### src/rtl/brent_kung_adder_if.sv
// Operand/result bundle for the 8-bit Brent-Kung adder; bit 1 is the LSB.
interface brent_kung_adder_if;
  logic A_1, A_2, A_3, A_4, A_5, A_6, A_7, A_8;
  logic B_1, B_2, B_3, B_4, B_5, B_6, B_7, B_8;
  logic C_0;
  logic S_1, S_2, S_3, S_4, S_5, S_6, S_7, S_8;
  logic C_out;

  modport master (
    output A_1, A_2, A_3, A_4, A_5, A_6, A_7, A_8,
    output B_1, B_2, B_3, B_4, B_5, B_6, B_7, B_8,
    output C_0,
    input  S_1, S_2, S_3, S_4, S_5, S_6, S_7, S_8,
    input  C_out
  );

  modport slave (
    input  A_1, A_2, A_3, A_4, A_5, A_6, A_7, A_8,
    input  B_1, B_2, B_3, B_4, B_5, B_6, B_7, B_8,
    input  C_0,
    output S_1, S_2, S_3, S_4, S_5, S_6, S_7, S_8,
    output C_out
  );
endinterface

### src/rtl/brent_kung_adder.sv
// 8-bit Brent-Kung parallel-prefix adder with carry-in/out and a registered 9-bit result.
module brent_kung_adder (
  input  logic                 clk,
  input  logic                 rst_n,
  brent_kung_adder_if.slave    bus
);

  logic [8:1] w_a;
  logic [8:1] w_b;
  logic [8:1] w_g;
  logic [8:1] w_p;
  logic       w_c0;

  assign w_a  = {bus.A_8, bus.A_7, bus.A_6, bus.A_5, bus.A_4, bus.A_3, bus.A_2, bus.A_1};
  assign w_b  = {bus.B_8, bus.B_7, bus.B_6, bus.B_5, bus.B_4, bus.B_3, bus.B_2, bus.B_1};
  assign w_c0 = bus.C_0;

  assign w_g = w_a & w_b;
  assign w_p = w_a ^ w_b;

  // Up-sweep level 1: adjacent pairs
  logic w_g21, w_p21, w_g43, w_p43, w_g65, w_p65, w_g87, w_p87;
  assign w_g21 = w_g[2] | (w_p[2] & w_g[1]);
  assign w_p21 = w_p[2] & w_p[1];
  assign w_g43 = w_g[4] | (w_p[4] & w_g[3]);
  assign w_p43 = w_p[4] & w_p[3];
  assign w_g65 = w_g[6] | (w_p[6] & w_g[5]);
  assign w_p65 = w_p[6] & w_p[5];
  assign w_g87 = w_g[8] | (w_p[8] & w_g[7]);
  assign w_p87 = w_p[8] & w_p[7];

  // Up-sweep level 2
  logic w_g41, w_p41, w_g85, w_p85;
  assign w_g41 = w_g43 | (w_p43 & w_g21);
  assign w_p41 = w_p43 & w_p21;
  assign w_g85 = w_g87 | (w_p87 & w_g65);
  assign w_p85 = w_p87 & w_p65;

  // Up-sweep level 3
  logic w_g81, w_p81;
  assign w_g81 = w_g85 | (w_p85 & w_g41);
  assign w_p81 = w_p85 & w_p41;

  // Down-sweep fills the remaining odd and [6:1] spans
  logic w_g61, w_p61, w_g31, w_p31, w_g51, w_p51, w_g71, w_p71;
  assign w_g61 = w_g65 | (w_p65 & w_g41);
  assign w_p61 = w_p65 & w_p41;
  assign w_g31 = w_g[3] | (w_p[3] & w_g21);
  assign w_p31 = w_p[3] & w_p21;
  assign w_g51 = w_g[5] | (w_p[5] & w_g41);
  assign w_p51 = w_p[5] & w_p41;
  assign w_g71 = w_g[7] | (w_p[7] & w_g61);
  assign w_p71 = w_p[7] & w_p61;

  // Fold the carry-in into each group span
  logic [8:0] w_c;
  assign w_c[0] = w_c0;
  assign w_c[1] = w_g[1] | (w_p[1] & w_c0);
  assign w_c[2] = w_g21  | (w_p21  & w_c0);
  assign w_c[3] = w_g31  | (w_p31  & w_c0);
  assign w_c[4] = w_g41  | (w_p41  & w_c0);
  assign w_c[5] = w_g51  | (w_p51  & w_c0);
  assign w_c[6] = w_g61  | (w_p61  & w_c0);
  assign w_c[7] = w_g71  | (w_p71  & w_c0);
  assign w_c[8] = w_g81  | (w_p81  & w_c0);

  logic [8:1] w_sum;
  assign w_sum = w_p ^ w_c[7:0];

  logic [8:1] r_sum;
  logic       r_cout;

  always_ff @(posedge clk) begin
    if (!rst_n) begin
      r_sum  <= '0;
      r_cout <= 1'b0;
    end else begin
      r_sum  <= w_sum;
      r_cout <= w_c[8];
    end
  end

  assign bus.S_1   = r_sum[1];
  assign bus.S_2   = r_sum[2];
  assign bus.S_3   = r_sum[3];
  assign bus.S_4   = r_sum[4];
  assign bus.S_5   = r_sum[5];
  assign bus.S_6   = r_sum[6];
  assign bus.S_7   = r_sum[7];
  assign bus.S_8   = r_sum[8];
  assign bus.C_out = r_cout;

endmodule

### src/flat_wrapper.sv
// flat-port wrapper written by rule: the top's interface ports become plain ports
module brent_kung_adder_flat 
  (clk, rst_n, bus_A_1, bus_A_2, bus_A_3, bus_A_4, bus_A_5, bus_A_6, bus_A_7, bus_A_8, bus_B_1, bus_B_2, bus_B_3, bus_B_4, bus_B_5, bus_B_6, bus_B_7, bus_B_8, bus_C_0, bus_S_1, bus_S_2, bus_S_3, bus_S_4, bus_S_5, bus_S_6, bus_S_7, bus_S_8, bus_C_out);
  brent_kung_adder_if bus_i ();
  input  logic clk;
  input  logic rst_n;
  input wire logic [$bits(bus_i.A_1)-1:0] bus_A_1;
  input wire logic [$bits(bus_i.A_2)-1:0] bus_A_2;
  input wire logic [$bits(bus_i.A_3)-1:0] bus_A_3;
  input wire logic [$bits(bus_i.A_4)-1:0] bus_A_4;
  input wire logic [$bits(bus_i.A_5)-1:0] bus_A_5;
  input wire logic [$bits(bus_i.A_6)-1:0] bus_A_6;
  input wire logic [$bits(bus_i.A_7)-1:0] bus_A_7;
  input wire logic [$bits(bus_i.A_8)-1:0] bus_A_8;
  input wire logic [$bits(bus_i.B_1)-1:0] bus_B_1;
  input wire logic [$bits(bus_i.B_2)-1:0] bus_B_2;
  input wire logic [$bits(bus_i.B_3)-1:0] bus_B_3;
  input wire logic [$bits(bus_i.B_4)-1:0] bus_B_4;
  input wire logic [$bits(bus_i.B_5)-1:0] bus_B_5;
  input wire logic [$bits(bus_i.B_6)-1:0] bus_B_6;
  input wire logic [$bits(bus_i.B_7)-1:0] bus_B_7;
  input wire logic [$bits(bus_i.B_8)-1:0] bus_B_8;
  input wire logic [$bits(bus_i.C_0)-1:0] bus_C_0;
  output wire logic [$bits(bus_i.S_1)-1:0] bus_S_1;
  output wire logic [$bits(bus_i.S_2)-1:0] bus_S_2;
  output wire logic [$bits(bus_i.S_3)-1:0] bus_S_3;
  output wire logic [$bits(bus_i.S_4)-1:0] bus_S_4;
  output wire logic [$bits(bus_i.S_5)-1:0] bus_S_5;
  output wire logic [$bits(bus_i.S_6)-1:0] bus_S_6;
  output wire logic [$bits(bus_i.S_7)-1:0] bus_S_7;
  output wire logic [$bits(bus_i.S_8)-1:0] bus_S_8;
  output wire logic [$bits(bus_i.C_out)-1:0] bus_C_out;
  assign bus_i.A_1 = bus_A_1;
  assign bus_i.A_2 = bus_A_2;
  assign bus_i.A_3 = bus_A_3;
  assign bus_i.A_4 = bus_A_4;
  assign bus_i.A_5 = bus_A_5;
  assign bus_i.A_6 = bus_A_6;
  assign bus_i.A_7 = bus_A_7;
  assign bus_i.A_8 = bus_A_8;
  assign bus_i.B_1 = bus_B_1;
  assign bus_i.B_2 = bus_B_2;
  assign bus_i.B_3 = bus_B_3;
  assign bus_i.B_4 = bus_B_4;
  assign bus_i.B_5 = bus_B_5;
  assign bus_i.B_6 = bus_B_6;
  assign bus_i.B_7 = bus_B_7;
  assign bus_i.B_8 = bus_B_8;
  assign bus_i.C_0 = bus_C_0;
  assign bus_S_1 = bus_i.S_1;
  assign bus_S_2 = bus_i.S_2;
  assign bus_S_3 = bus_i.S_3;
  assign bus_S_4 = bus_i.S_4;
  assign bus_S_5 = bus_i.S_5;
  assign bus_S_6 = bus_i.S_6;
  assign bus_S_7 = bus_i.S_7;
  assign bus_S_8 = bus_i.S_8;
  assign bus_C_out = bus_i.C_out;
  brent_kung_adder u_core (.clk(clk), .rst_n(rst_n), .bus(bus_i));
endmodule
### config.mk
export PLATFORM = sky130hd
export DESIGN_NAME = brent_kung_adder_flat
export DESIGN_NICKNAME = d
export VERILOG_FILES = /design/src/rtl/brent_kung_adder_if.sv /design/src/rtl/brent_kung_adder.sv /design/src/flat_wrapper.sv
export SDC_FILE = /design/constraint.sdc
export NUM_CORES = 1
export LEC_CHECK = 0
export BUFFER_PORTS_ARGS = -buffer_cell sky130_fd_sc_hd__buf_2
export CAP_MARGIN = 25
export CORE_AREA = 2 2 39 41
export CTS_CLUSTER_DIAMETER = 150
export CTS_CLUSTER_SIZE = 20
export DETAILED_ROUTE_END_ITERATION = 8
export DIE_AREA = 0 0 41 43
export PLACE_DENSITY = 0.81
export SLEW_MARGIN = 5
export SYNTH_ARGS = -nofsm -noshare
export SYNTH_HDL_FRONTEND = slang
export SYNTH_SLANG_ARGS = --single-unit
export TNS_END_PERCENT = 100
### constraint.sdc
create_clock -name clk -period 1.5 [get_ports clk]
set_input_delay 0.075 -clock clk [delete_from_list [all_inputs] [get_ports clk]]
set_output_delay 0.075 -clock clk [all_outputs]
set_load 0.005 [all_outputs]
Word-level counts from Yosys, hierarchy flattened:

Cells that the tools add are included.

* bits in registers: 9
* bits of input ports: 19
* output and inout port bits: 9
* word-level logic and storage cells: 54

* bitwise operators: 52

Operators with widths (number)
* 1-bit AND: 30
* 1-bit bitwise OR: 19
* 8-bit XOR: 2
* 8-bit AND: 1

Longest topological paths before layout:

* depth after elaboration: 11
* mapped depth: 6
* gate-level depth less buffers: 6

Worst setup path after synthesis:

Ideal clock, no wire load.

* path kind: input to register
* start point: input bus_B_1
* end point: register u_core.r_sum[8] (netlist name)
* library setup time: 0.124 ns
* arrival time: 1.174 ns
* data required time: 1.376 ns
* slack: 0.202 ns
* stages on the path: 6
* buffers on the path: 0
* cells stage by stage: ha_1 a211oi_2 o21ai_2 and4_4 o21ai_0 o31ai_1

* longest elaborated chain between the ends: 11
* elaborated cells between the ends (all ways): 17
* classes of those cells: bitwise: 17

RTL lines
* start: declaration: line flat_wrapper.sv:15 `input wire logic [$bits(bus_i.B_1)-1:0] bus_B_1;`
* 8-bit AND: line brent_kung_adder.sv:18 `assign w_g = w_a & w_b;`
* 1-bit AND: line brent_kung_adder.sv:23 `assign w_g21 = w_g[2] | (w_p[2] & w_g[1]);`
* 1-bit bitwise OR: line brent_kung_adder.sv:23
* 1-bit AND: line brent_kung_adder.sv:34 `assign w_g41 = w_g43 | (w_p43 & w_g21);`
* 1-bit bitwise OR: line brent_kung_adder.sv:34
* 1-bit AND: line brent_kung_adder.sv:46 `assign w_g61 = w_g65 | (w_p65 & w_g41);`
* 1-bit bitwise OR: line brent_kung_adder.sv:46
* 1-bit AND: line brent_kung_adder.sv:52 `assign w_g71 = w_g[7] | (w_p[7] & w_g61);`
* 1-bit bitwise OR: line brent_kung_adder.sv:52
* 1-bit bitwise OR (*): line brent_kung_adder.sv:64 `assign w_c[7] = w_g71 | (w_p71 & w_c0);`
* 8-bit XOR (*): line brent_kung_adder.sv:68 `assign w_sum = w_p ^ w_c[7:0];`
* end signal: assignment: line brent_kung_adder.sv:78 `r_sum <= w_sum;`
* end: declaration: line brent_kung_adder.sv:70 `logic [8:1] r_sum;`

Every way passes the cells marked *; elsewhere a longest branch is shown, timed or not.
A chain may end at the register's enable or synchronous reset.

Worst setup path after layout:

* start point: input bus_B_1
* end point: register u_core.r_sum[5] (netlist name)

* longest elaborated chain between the ends: 7
* elaborated cells between the ends (all ways): 11
* classes of those cells: bitwise: 11

RTL lines
* 8-bit AND: line brent_kung_adder.sv:18
* 1-bit AND: line brent_kung_adder.sv:23
* 1-bit bitwise OR: line brent_kung_adder.sv:23
* 1-bit AND: line brent_kung_adder.sv:34
* 1-bit bitwise OR: line brent_kung_adder.sv:34
* 1-bit bitwise OR (*): line brent_kung_adder.sv:61 `assign w_c[4] = w_g41 | (w_p41 & w_c0);`
* 8-bit XOR (*): line brent_kung_adder.sv:68

Marks and branches as above.

==> impl_metrics.json <==
{
  "worst_slew_margin_rel_pct": 77.58,
  "overflow": 0,
  "synthFlopType": "dfxtp_1",
  "cts_made_buffers": 3,
  "place_inst": 100,
  "hold_path.class": "input pin to flip-flop",
  "vias": 514,
  "viasPerCell": 4.942,
  "clock_sinks": 9,
  "synth-edff-count": 0,
  "grt_usage_pct": 14.00,
  "max_freq_mhz": 785.2,
  "dp_hpwl_um": 881.3,
  "power_w": 0.0006500,
  "ys_ff_latch": 9,
  "cp-start-kind": "input pin",
  "syn_inst": 56,
  "io_pins": 28,
  "nNetsFinal": 117,
  "cts_tree": "done",
  "synth_cell_types": 21,
  "gp_congestion": 0.6900,
  "grt_pass1_wl_um": 1711,
  "cts_buffer_depth": 2,
  "htree_levels": 1,
  "yosysMostFrequentCell": "dfxtp_1",
  "yosys.area.top_type": "dfxtp_1",
  "maxCapViolCount": 0,
  "grt_pass1_vias": 455,
  "synth-async-reset-ratio_pct": 0,
  "cts_setup_buffers": 0,
  "worstHoldPathCells": 3,
  "drtIter0Drc": 11,
  "antenna_found_initial": 0,
  "cts_hold_buf": 0,
  "die_w_um": 41,
  "cp_max_fo": 3,
  "totalWireLength_um": 999,
  "met3_usage_pct": 1.571,
  "ys_warn_count": 0,
  "syn_nets": 84,
  "crit_cells": 7,
  "synth_common_cells": "9 x dfxtp_1, 8 x ha_1, 7 x nor2_1",
  "yosysSeqAreaShare_pct": 33.64,
  "crit_chain": "buf_2, ha_1, a211oi_2, o21bai_1, a21oi_1, xor2_1, nor2_1",
  "avgSynthCellArea_um2": 9.563,
  "grt_max_degree": 9,
  "synth_top_area_share_pct": 33.64,
  "finalCriticalPeriod_ns": 1.274,
  "tightest_slew_ns": 0.3327,
  "cp-end-kind": "flip-flop",
  "arrival_ns": 1.42,
  "crit_type": "input pin to flip-flop",
  "rsz0062_at_grt": "false",
  "die_area_um2": 1763,
  "core_area_um2": 1384,
  "holdWs_ns": 0.08692,
  "area_delta_synth_final_pct": 35.28,
  "first_pass_iters": 4,
  "powerDensity_nw_per_um2": 897.3,
  "slew_viol_final": 0,
  "final_util_pct": 52.35,
  "setup_viol": 0,
  "grt_util_met2_pct": 20.94,
  "critPathSlowestCell": "a211oi_2",
  "num_antenna_cells": 0,
  "synthTopCellsByArea": "dfxtp_1 34%, ha_1 19%, nor2_1 4.9%",
  "cts_resized": 0,
  "outcome": "complete, no violations",
  "post-route-period-util_pct": 84.91,
  "root_buffer": "clkbuf_4",
  "slowest_delay_ns": 0.32,
  "crit_buf_inv": 1,
  "fin_cells": 104,
  "vdd_drop_max_uv": 423.3,
  "io_buffer_count": 27,
  "die_height_um": 43,
  "synth_area_um2": 535.5,
  "initial_core_util_pct": 38.70,
  "wl_per_cell_um": 9.606,
  "cp_top_family": "compound AO/OA/AOI/OAI gates",
  "drc": 0,
  "clk_pin_slew_ns": 0.06,
  "grt_use_met1_pct": 17.53,
  "worstPathRequired_ns": 1.65,
  "detail-route-antenna-nets": 0,
  "power_leakage_nw": 0.3886,
  "hold_viol": 0,
  "busiest_layer": "met2",
  "drive_gt1_share_pct": 42.05,
  "rows": 14
}
stage by stage:
step                setup TNS (ns)  cell area [µm²]  setup slack, ns
finish                           0            724.4           0.2264
global placement                 0            698.2          0.02065
global route                     0            724.4           0.1376
CTS                              0            724.4           0.2249
detailed placement        -0.08731            698.2         -0.05535
floorplan                        0            535.5           0.2018
cells by family (layout without fill, tap and decap cells):
group	count (synthesis)	in the layout	share of synthesized area, %
xor+xnor	4	4	6.543
compound gates	16	16	20.33
buf+inv	5	37	3.505
flops	9	9	33.64
simple gates	13	13	13.55
fa+ha+maj	9	9	22.43
worst paths after layout:
check	start	to	slack [ns]
worst max-delay path	bus_B_1	u_core.r_sum[5]$_SDFF_PN0_	0.23
worst min-delay path	rst_n	u_core.r_sum[3]$_SDFF_PN0_	0.09
placed cells by master (no fill, tap or decap):
| master | synthesis | layout |
|---|---|---|
| dfxtp_1 | 9 | 9 |
| o21bai_1 | 1 | 1 |
| and4_4 | 1 | 1 |
| nor2_1 | 7 | 7 |
| a211oi_1 | 1 | 1 |
| o31ai_1 | 1 | 1 |
| nor3_1 | 2 | 2 |
| fa_1 | 1 | 1 |
| clkbuf_1 | 0 | 1 |
| inv_1 | 5 | 5 |
| nand2b_4 | 1 | 1 |
| buf_4 | 0 | 1 |
| a31oi_1 | 1 | 1 |
| clkbuf_4 | 0 | 3 |
| a21o_1 | 2 | 2 |
| and3_2 | 1 | 1 |
| o21ai_2 | 2 | 2 |
| a211oi_2 | 1 | 1 |
| buf_2 | 0 | 27 |
| ha_1 | 8 | 8 |
| xnor2_1 | 1 | 1 |
| xor2_1 | 3 | 3 |
| o21ai_0 | 4 | 4 |
| a21oi_1 | 3 | 3 |
| nand2_1 | 1 | 1 |
registers in the layout, indices dropped and copies added (netlist names):
| register | flops |
|---|---|
| u_core.bus.C_out | 1 |
| u_core.r_sum | 8 |
metal layers:
metal  up-vias  part of all wire [%]
li1        262                     -
met1       228                    38
met2        22                    53
met3         2                   8.2
met4         0                  0.90
met5         -                     0
tightest hold or removal path, stage by stage:
cell	delay [ns]
buf_2	0.12
o21ai_0	0.06
nor2_1	0.04
power breakdown:
| group | internal (W) | switching (W) |
|---|---|---|
| Combinational | 0.0000997 | 0.0000944 |
| Sequential | 0.000268 | 0.00000537 |
| Clock | 0.000102 | 0.0000801 |
| Total | 0.000470 | 0.000180 |
layout make-up:
class | instances | area (µm²)
inverters | 5 | 18.77
flip-flops and latches | 9 | 180.2
well taps | 16 | 20.02
clock buffers | 4 | 26.28
repair buffers | 28 | 142.6
multi-input cells | 42 | 336.6
fillers | 127 | 659.4
Note: power is estimated with default switching activity, not from simulation.
